**config.mk**
```make
export PLATFORM = sky130hd
export DESIGN_NAME = grid_light_sequencer
export DESIGN_NICKNAME = d
export VERILOG_FILES = /design/src/rtl/grid_light_pkg.sv /design/src/rtl/grid_index_divider.sv /design/src/rtl/grid_light_sequencer.sv
export SDC_FILE = /design/constraint.sdc
export NUM_CORES = 1
export LEC_CHECK = 0
export ABC_CLOCK_PERIOD_IN_PS = 2200
export CORE_ASPECT_RATIO = 0.7
export CORE_MARGIN = 4
export CORE_UTILIZATION = 48
export CTS_CLUSTER_DIAMETER = 80
export DETAILED_ROUTE_END_ITERATION = 6
export PLACE_DENSITY = 0.76
export SKIP_LAST_GASP = 1
export SYNTH_ARGS = -nofsm -noshare
export SYNTH_HDL_FRONTEND = slang
export SYNTH_HIERARCHICAL = 1
export SYNTH_SLANG_ARGS = --single-unit
```
**constraint.sdc**
```tcl
create_clock -name clk -period 2.2 [get_ports clk]
set_input_delay 0.33 -clock clk [delete_from_list [all_inputs] [get_ports clk]]
set_output_delay 0.33 -clock clk [all_outputs]
set_load 0.01 [all_outputs]
```
**src/rtl/grid_light_pkg.sv**
```systemverilog
// Shared types and helpers for the grid light sequencer.
//   state_t    : sequencer FSM states
//   clog2_min1 : $clog2 clamped to a minimum of 1, so 1-wide grids still get a 1-bit field
package grid_light_pkg;

  typedef enum logic [1:0] {
    IDLE   = 2'd0,
    DECODE = 2'd1,
    LIT    = 2'd2
  } state_t;

  function automatic int unsigned clog2_min1(input int unsigned n);
    return (n <= 1) ? 1 : $clog2(n);
  endfunction

endpackage

```
**src/rtl/grid_index_divider.sv**
```systemverilog
// Iterative divide-by-COLS: one subtraction per cycle after start.
//   clk, resetn : clock, async active-low reset
//   start       : load index and begin (ignored while a divide is in flight only by caller contract)
//   index       : linear index to divide
//   quotient    : row count (registered)
//   remainder   : column (registered)
//   valid       : high during the cycle the remainder has dropped below COLS
module grid_index_divider #(
  parameter int unsigned COLS  = 3,
  parameter int unsigned IDX_W = 4,
  parameter int unsigned ROW_W = 2,
  parameter int unsigned COL_W = 2
) (
  input  logic             clk,
  input  logic             resetn,
  input  logic             start,
  input  logic [IDX_W-1:0] index,
  output logic [ROW_W-1:0] quotient,
  output logic [COL_W-1:0] remainder,
  output logic             valid
);

  // One extra bit so COLS itself is representable even when IDX_W is tight.
  localparam int unsigned REM_W = IDX_W + 1;

  logic [REM_W-1:0] rem_q;
  logic [ROW_W-1:0] quo_q;
  logic             busy_q;
  logic             ge_cols;

  assign ge_cols   = (rem_q >= REM_W'(COLS));
  // Combinational so the caller can latch the result in the same cycle it settles.
  assign valid     = busy_q && !ge_cols;
  assign quotient  = quo_q;
  assign remainder = rem_q[COL_W-1:0];

  // Subtract-and-count datapath.
  always_ff @(posedge clk or negedge resetn) begin
    if (!resetn) begin
      rem_q  <= '0;
      quo_q  <= '0;
      busy_q <= 1'b0;
    end else if (start) begin
      rem_q  <= REM_W'(index);
      quo_q  <= '0;
      busy_q <= 1'b1;
    end else if (busy_q) begin
      if (ge_cols) begin
        rem_q <= rem_q - REM_W'(COLS);
        quo_q <= quo_q + ROW_W'(1);
      end else begin
        busy_q <= 1'b0;
      end
    end
  end

endmodule

```
**src/rtl/grid_light_sequencer.sv**
```systemverilog
// Whack-a-mole light sequencer: accepts a linear index, decodes it to row/col,
// lights it for a programmable hold time and reports hit or timeout.
//   clk, resetn          : clock, async active-low reset
//   req_valid/req_ready  : request handshake (ready iff IDLE)
//   req_index, req_hold  : row-major index and lit duration (0 acts as 1)
//   hit                  : player strike, only honoured while lit
//   light_row/light_col  : last decoded position; coordinates = {col,row}
//   row_onehot/col_onehot: one-hot drives, zero while not lit
//   light_on             : selected light lit
//   done/done_hit        : end-of-lit pulse and its cause (1 = hit)
//   err                  : pulse for a rejected out-of-range index
module grid_light_sequencer
  import grid_light_pkg::*;
#(
  parameter  int unsigned ROWS   = 3,
  parameter  int unsigned COLS   = 3,
  parameter  int unsigned HOLD_W = 16,
  localparam int unsigned IDX_W  = clog2_min1(ROWS * COLS),
  localparam int unsigned ROW_W  = clog2_min1(ROWS),
  localparam int unsigned COL_W  = clog2_min1(COLS)
) (
  input  logic                   clk,
  input  logic                   resetn,
  input  logic                   req_valid,
  output logic                   req_ready,
  input  logic [IDX_W-1:0]       req_index,
  input  logic [HOLD_W-1:0]      req_hold,
  input  logic                   hit,
  output logic [ROW_W-1:0]       light_row,
  output logic [COL_W-1:0]       light_col,
  output logic [COL_W+ROW_W-1:0] coordinates,
  output logic [ROWS-1:0]        row_onehot,
  output logic [COLS-1:0]        col_onehot,
  output logic                   light_on,
  output logic                   done,
  output logic                   done_hit,
  output logic                   err
);

  localparam int unsigned CMP_W = IDX_W + 1;

  state_t            state_q, state_d;
  logic [HOLD_W-1:0] hold_q, hold_d;
  logic [ROW_W-1:0]  row_d;
  logic [COL_W-1:0]  col_d;
  logic [ROWS-1:0]   row_oh_d;
  logic [COLS-1:0]   col_oh_d;
  logic              light_on_d, done_d, done_hit_d, err_d, ready_d;
  logic              div_start_c;
  logic [ROW_W-1:0]  div_quo;
  logic [COL_W-1:0]  div_rem;
  logic              div_valid;
  logic              in_range_c;

  grid_index_divider #(
    .COLS (COLS),
    .IDX_W(IDX_W),
    .ROW_W(ROW_W),
    .COL_W(COL_W)
  ) u_div (
    .clk      (clk),
    .resetn   (resetn),
    .start    (div_start_c),
    .index    (req_index),
    .quotient (div_quo),
    .remainder(div_rem),
    .valid    (div_valid)
  );

  assign in_range_c  = (CMP_W'(req_index) < CMP_W'(ROWS * COLS));
  assign coordinates = {light_col, light_row};

  // Next-state and next-output logic.
  always_comb begin
    state_d     = state_q;
    hold_d      = hold_q;
    row_d       = light_row;
    col_d       = light_col;
    row_oh_d    = '0;
    col_oh_d    = '0;
    light_on_d  = 1'b0;
    done_d      = 1'b0;
    done_hit_d  = 1'b0;
    err_d       = 1'b0;
    div_start_c = 1'b0;

    case (state_q)
      IDLE: begin
        if (req_valid) begin
          if (in_range_c) begin
            div_start_c = 1'b1;
            hold_d      = (req_hold == '0) ? HOLD_W'(1) : req_hold;
            state_d     = DECODE;
          end else begin
            err_d = 1'b1;
          end
        end
      end
      DECODE: begin
        if (div_valid) begin
          row_d      = div_quo;
          col_d      = div_rem;
          row_oh_d   = ROWS'(1) << div_quo;
          col_oh_d   = COLS'(1) << div_rem;
          light_on_d = 1'b1;
          state_d    = LIT;
        end
      end
      LIT: begin
        // Hit takes priority over expiry in the same cycle.
        if (hit || (hold_q == HOLD_W'(1))) begin
          done_d     = 1'b1;
          done_hit_d = hit;
          state_d    = IDLE;
        end else begin
          hold_d     = hold_q - HOLD_W'(1);
          row_oh_d   = row_onehot;
          col_oh_d   = col_onehot;
          light_on_d = 1'b1;
        end
      end
      default: state_d = IDLE;
    endcase

    ready_d = (state_d == IDLE);
  end

  // State and output registers.
  always_ff @(posedge clk or negedge resetn) begin
    if (!resetn) begin
      state_q    <= IDLE;
      hold_q     <= '0;
      light_row  <= '0;
      light_col  <= '0;
      row_onehot <= '0;
      col_onehot <= '0;
      light_on   <= 1'b0;
      done       <= 1'b0;
      done_hit   <= 1'b0;
      err        <= 1'b0;
      req_ready  <= 1'b1;
    end else begin
      state_q    <= state_d;
      hold_q     <= hold_d;
      light_row  <= row_d;
      light_col  <= col_d;
      row_onehot <= row_oh_d;
      col_onehot <= col_oh_d;
      light_on   <= light_on_d;
      done       <= done_d;
      done_hit   <= done_hit_d;
      err        <= err_d;
      req_ready  <= ready_d;
    end
  end

endmodule

```
==> impl_metrics.csv <==
group,metric,value,unit
logic_synthesis,synth_area,2480,sq um
finish,num-nets-final,371,
route,vias_per_cell,5.86,
sta,slew-limit-headroom,61.8,%
die,boundaryPins,43,
die,die_area,6390,sq um
die,die_w,93.8,microns
logic_synthesis,synth-main-ff-cell,"dfrtp_1",
clocking,clk_path_buf_depth,2,
die,start_util,50.7,%
setup_path,path_class,"reg2reg",
setup_path,r2r_start,"u_div/rem_q[0]$_DFFE_PN0P_",
global_route,grt_pass1_vias,2260,
logic_synthesis,netlist.area_leader.share,40.4,%
sta,hold_violations,19,
route,drtIter0Drc,257,
hold_path,hp-class,"in2async",
outcome,violations,"negative hold slack",
sta,slew_violations,0,
global_route,antenna_found_initial,0,
logic_synthesis,synthCells,274,
place,dpl.hpwl,4.89,mm
finish,diodes,0,
clocking,cts_tree,"yes",
logic_synthesis,synth.net_count,305,
pwr,leakagePower,1.39,nW
pwr,power.internal,2.57,mW
logic_synthesis,yosys_warnings,6,
setup_path,critPathLaunchType,"register",
setup_path,required,2420,ps
global_route,grtUsageTotal,21.6,%
route,drt_wl_total,6.43,mm
logic_synthesis,yosysUniqueCellTypes,61,
setup_path,cp-end-kind,"register",
sta,worst_pin_slew,574,ps
clocking,ctsRootBufferMaster,"clkbuf_8",
logic_synthesis,synth-edff-count,0,
sta,worst_clock_skew,6.18,ps
clocking,htree_levels,2,
setup_path,reg2regPathDepth,6,
place,dpl-instance-area,3150,sq um
setup_path,cp.arrival,2310,ps
logic_synthesis,synthTopCellsByCount,"dfrtp_1 (40), nand2_1 (25), inv_1 (17), nor2_1 (17), a21oi_1 (16)",
clocking,clock_latency,290,ps
outcome,outcome,"complete, but fails checks",
logic_synthesis,synthTopCellsByArea,"dfrtp_1 (40%), nand2_1 (3.8%), ha_1 (3.5%), a21oi_1 (3.2%), inv_1 (2.6%)",
logic_synthesis,yosysSeqAreaShare,41.5,%
logic_synthesis,synth_top_area_cell,"dfrtp_1",
sta,rsz0062_at_grt,"false",
place,io_buffers,42,
sta,fin_hold_ws,-12.2,ps
pwr,combPwrFrac,55.7,%
finish,area_growth,32.3,%
route,drtAntennaViolNets,0,
logic_synthesis,synthArstFlopShare,100,%
global_route,grt_pass1_wl,10.8,mm
die,core_area,4890,sq um
clocking,cts_post_setup_buffers_inserted,0,
pwr,pwr-share-seq,31.8,%
setup_path,reg2reg_slack,120,ps
die,rows,21,
pwr,p_sw_share,42.3,%
finish,fin_area,3280,sq um
pwr,p_per_area,1360,nW/um^2
pwr,pwr-share-clk,12.5,%
clocking,cts_buffers,5,
route,dr.pass1.iters,5,
pwr,ir_worst_vdd,0.675,mV
logic_synthesis,yosysMostFrequentCell,"dfrtp_1",
setup_path,crit_start,"u_div/rem_q[0]$_DFFE_PN0P_",
logic_synthesis,syn-mean-instance-area,9.04,sq um
job,maxCapViolations,0,
setup_path,r2r-end,"req_ready$_DFF_PN1_",
sta,max_freq,480,MHz
sta,post-route-period-util,94.6,%
sta,post-route-min-period,2080,ps
place,gp_congestion,0.927,
route,vias,2404,
logic_synthesis,ys_ff_latch,41,
sta,timing.final.ws_setup,118,ps
global_route,grt_max_degree,28,
place,place_ws,-71.8,ps
pwr,p_switching,1.88,mW
clocking,clk_pin_slew,80,ps
finish,fin_util,67.0,%
route,drc,0,
setup_path,critPathMaxFanout,4,
global_route,grt_overflow,0,
sta,setup_viol,0,
clocking,clock_sinks,41,
finish,drive_gt1_share,18.8,%
route,routedWlPerCell,15.7,microns
die,die_y,68.1,microns
## placed cells by master, fill, tap and decap left out, types with 3 or more instances in the layout
| master | count |
|---|---|
| and2_1 | 4 |
| nor3_1 | 10 |
| nand2b_1 | 5 |
| dfrtp_1 | 40 |
| nand4_1 | 4 |
| a21oi_1 | 16 |
| nand2_1 | 24 |
| o22ai_1 | 6 |
| ha_1 | 7 |
| a31oi_1 | 3 |
| a2bb2oi_1 | 3 |
| mux2_2 | 3 |
| a32o_1 | 4 |
| o2bb2ai_1 | 3 |
| nor4_1 | 10 |
| o41ai_1 | 4 |
| nor2_1 | 17 |
| o21ai_0 | 7 |
| o21ai_1 | 10 |
| nor2b_1 | 4 |
| clkdlybuf4s50_1 | 41 |
| clkbuf_8 | 7 |
| inv_1 | 17 |
| o31ai_1 | 3 |
| nand3_1 | 5 |
| buf_4 | 37 |
| and3_1 | 3 |
## routing by layer
metal	vias to the layer above	part of all wire, %	track usage (%)
met1	1123	49	33.1
met3	14	8.3	5.05
met4	0	1.4	5.95
met5	-	0	0
li1	1161	-	-
met2	106	41	30.3
## what timing repair did
item / CTS / global route
resized for setup: 0 / 4
endpoints found under the setup margin: 0 / 12
hold buffers: 0 / 0
hold endpoints to repair: 0 / 0
## power groups by stage
stage | Clock, mW | Combinational (mW) | Sequential, mW
floorplan | 0 | 1.50 | 1.39
detailed placement | 0 | 2.38 | 1.42
global placement | 0 | 2.34 | 1.41
CTS | 0.568 | 2.39 | 1.40
finish | 0.557 | 2.48 | 1.41
global route | 0.607 | 2.71 | 1.48
## how the worst max path moves through the flow
stage | slack (ps) | endpoint
after floorplan | 30 | req_ready$_DFF_PN1_
after global placement | -50 | req_ready$_DFF_PN1_
after detailed placement | -70 | req_ready$_DFF_PN1_
after CTS | 4 | row_onehot[2]$_DFFE_PN0N_
after global routing | 0.7 | row_onehot[1]$_DFFE_PN0N_
final | 120 | req_ready$_DFF_PN1_
## worst max-delay path, cell delays in order (launching register included)
cell     delay, ps
dfrtp_1        400
ha_1           240
or4_4          550
nor3_4         260
and2_1         220
o41ai_1        100
a31o_1         250
## state kept, by name, summed over array words and instances (netlist names)
register / flops
u_div/busy_q: 1
light_on: 1
u_div/quotient: 2
req_ready: 1
light_col: 2
hold_q: 16
u_div/rem_q: 5
err: 1
done_hit: 1
state_q: 2
row_onehot: 3
done: 1
light_row: 2
col_onehot: 3
## through the flow
step	instances	TNS (ps)	total power, mW
after detailed placement	402	-268	3.79
final	410	0	4.45
after floorplan	274	0	2.89
after global routing	410	0	4.80
after CTS	410	0	4.36
after global placement	402	-141	3.75
## cell type report
class / instances / area, sq um
repair buffers: 79 / 693
well taps: 69 / 86.3
clock inverters: 1 / 8.76
multi-input cells: 195 / 1300
fillers: 413 / 1610
inverters: 18 / 67.6
clock buffers: 7 / 96.3
flip-flops and latches: 41 / 1030
## logic make-up (layout without fill, tap and decap cells)
| kind of cell | count (synthesis) | count (layout) | share of synthesized area (%) |
|---|---|---|---|
| AND/OR/NAND/NOR | 102 | 102 | 22.2 |
| AO/OA/AOI/OAI | 83 | 83 | 24.2 |
| flip-flops | 41 | 41 | 41.5 |
| buffers and inverters | 38 | 105 | 7.17 |
| adder cells (fa/ha/maj) | 7 | 7 | 3.54 |
| multiplexers | 3 | 3 | 1.36 |
(Power assumes the default switching activity.)
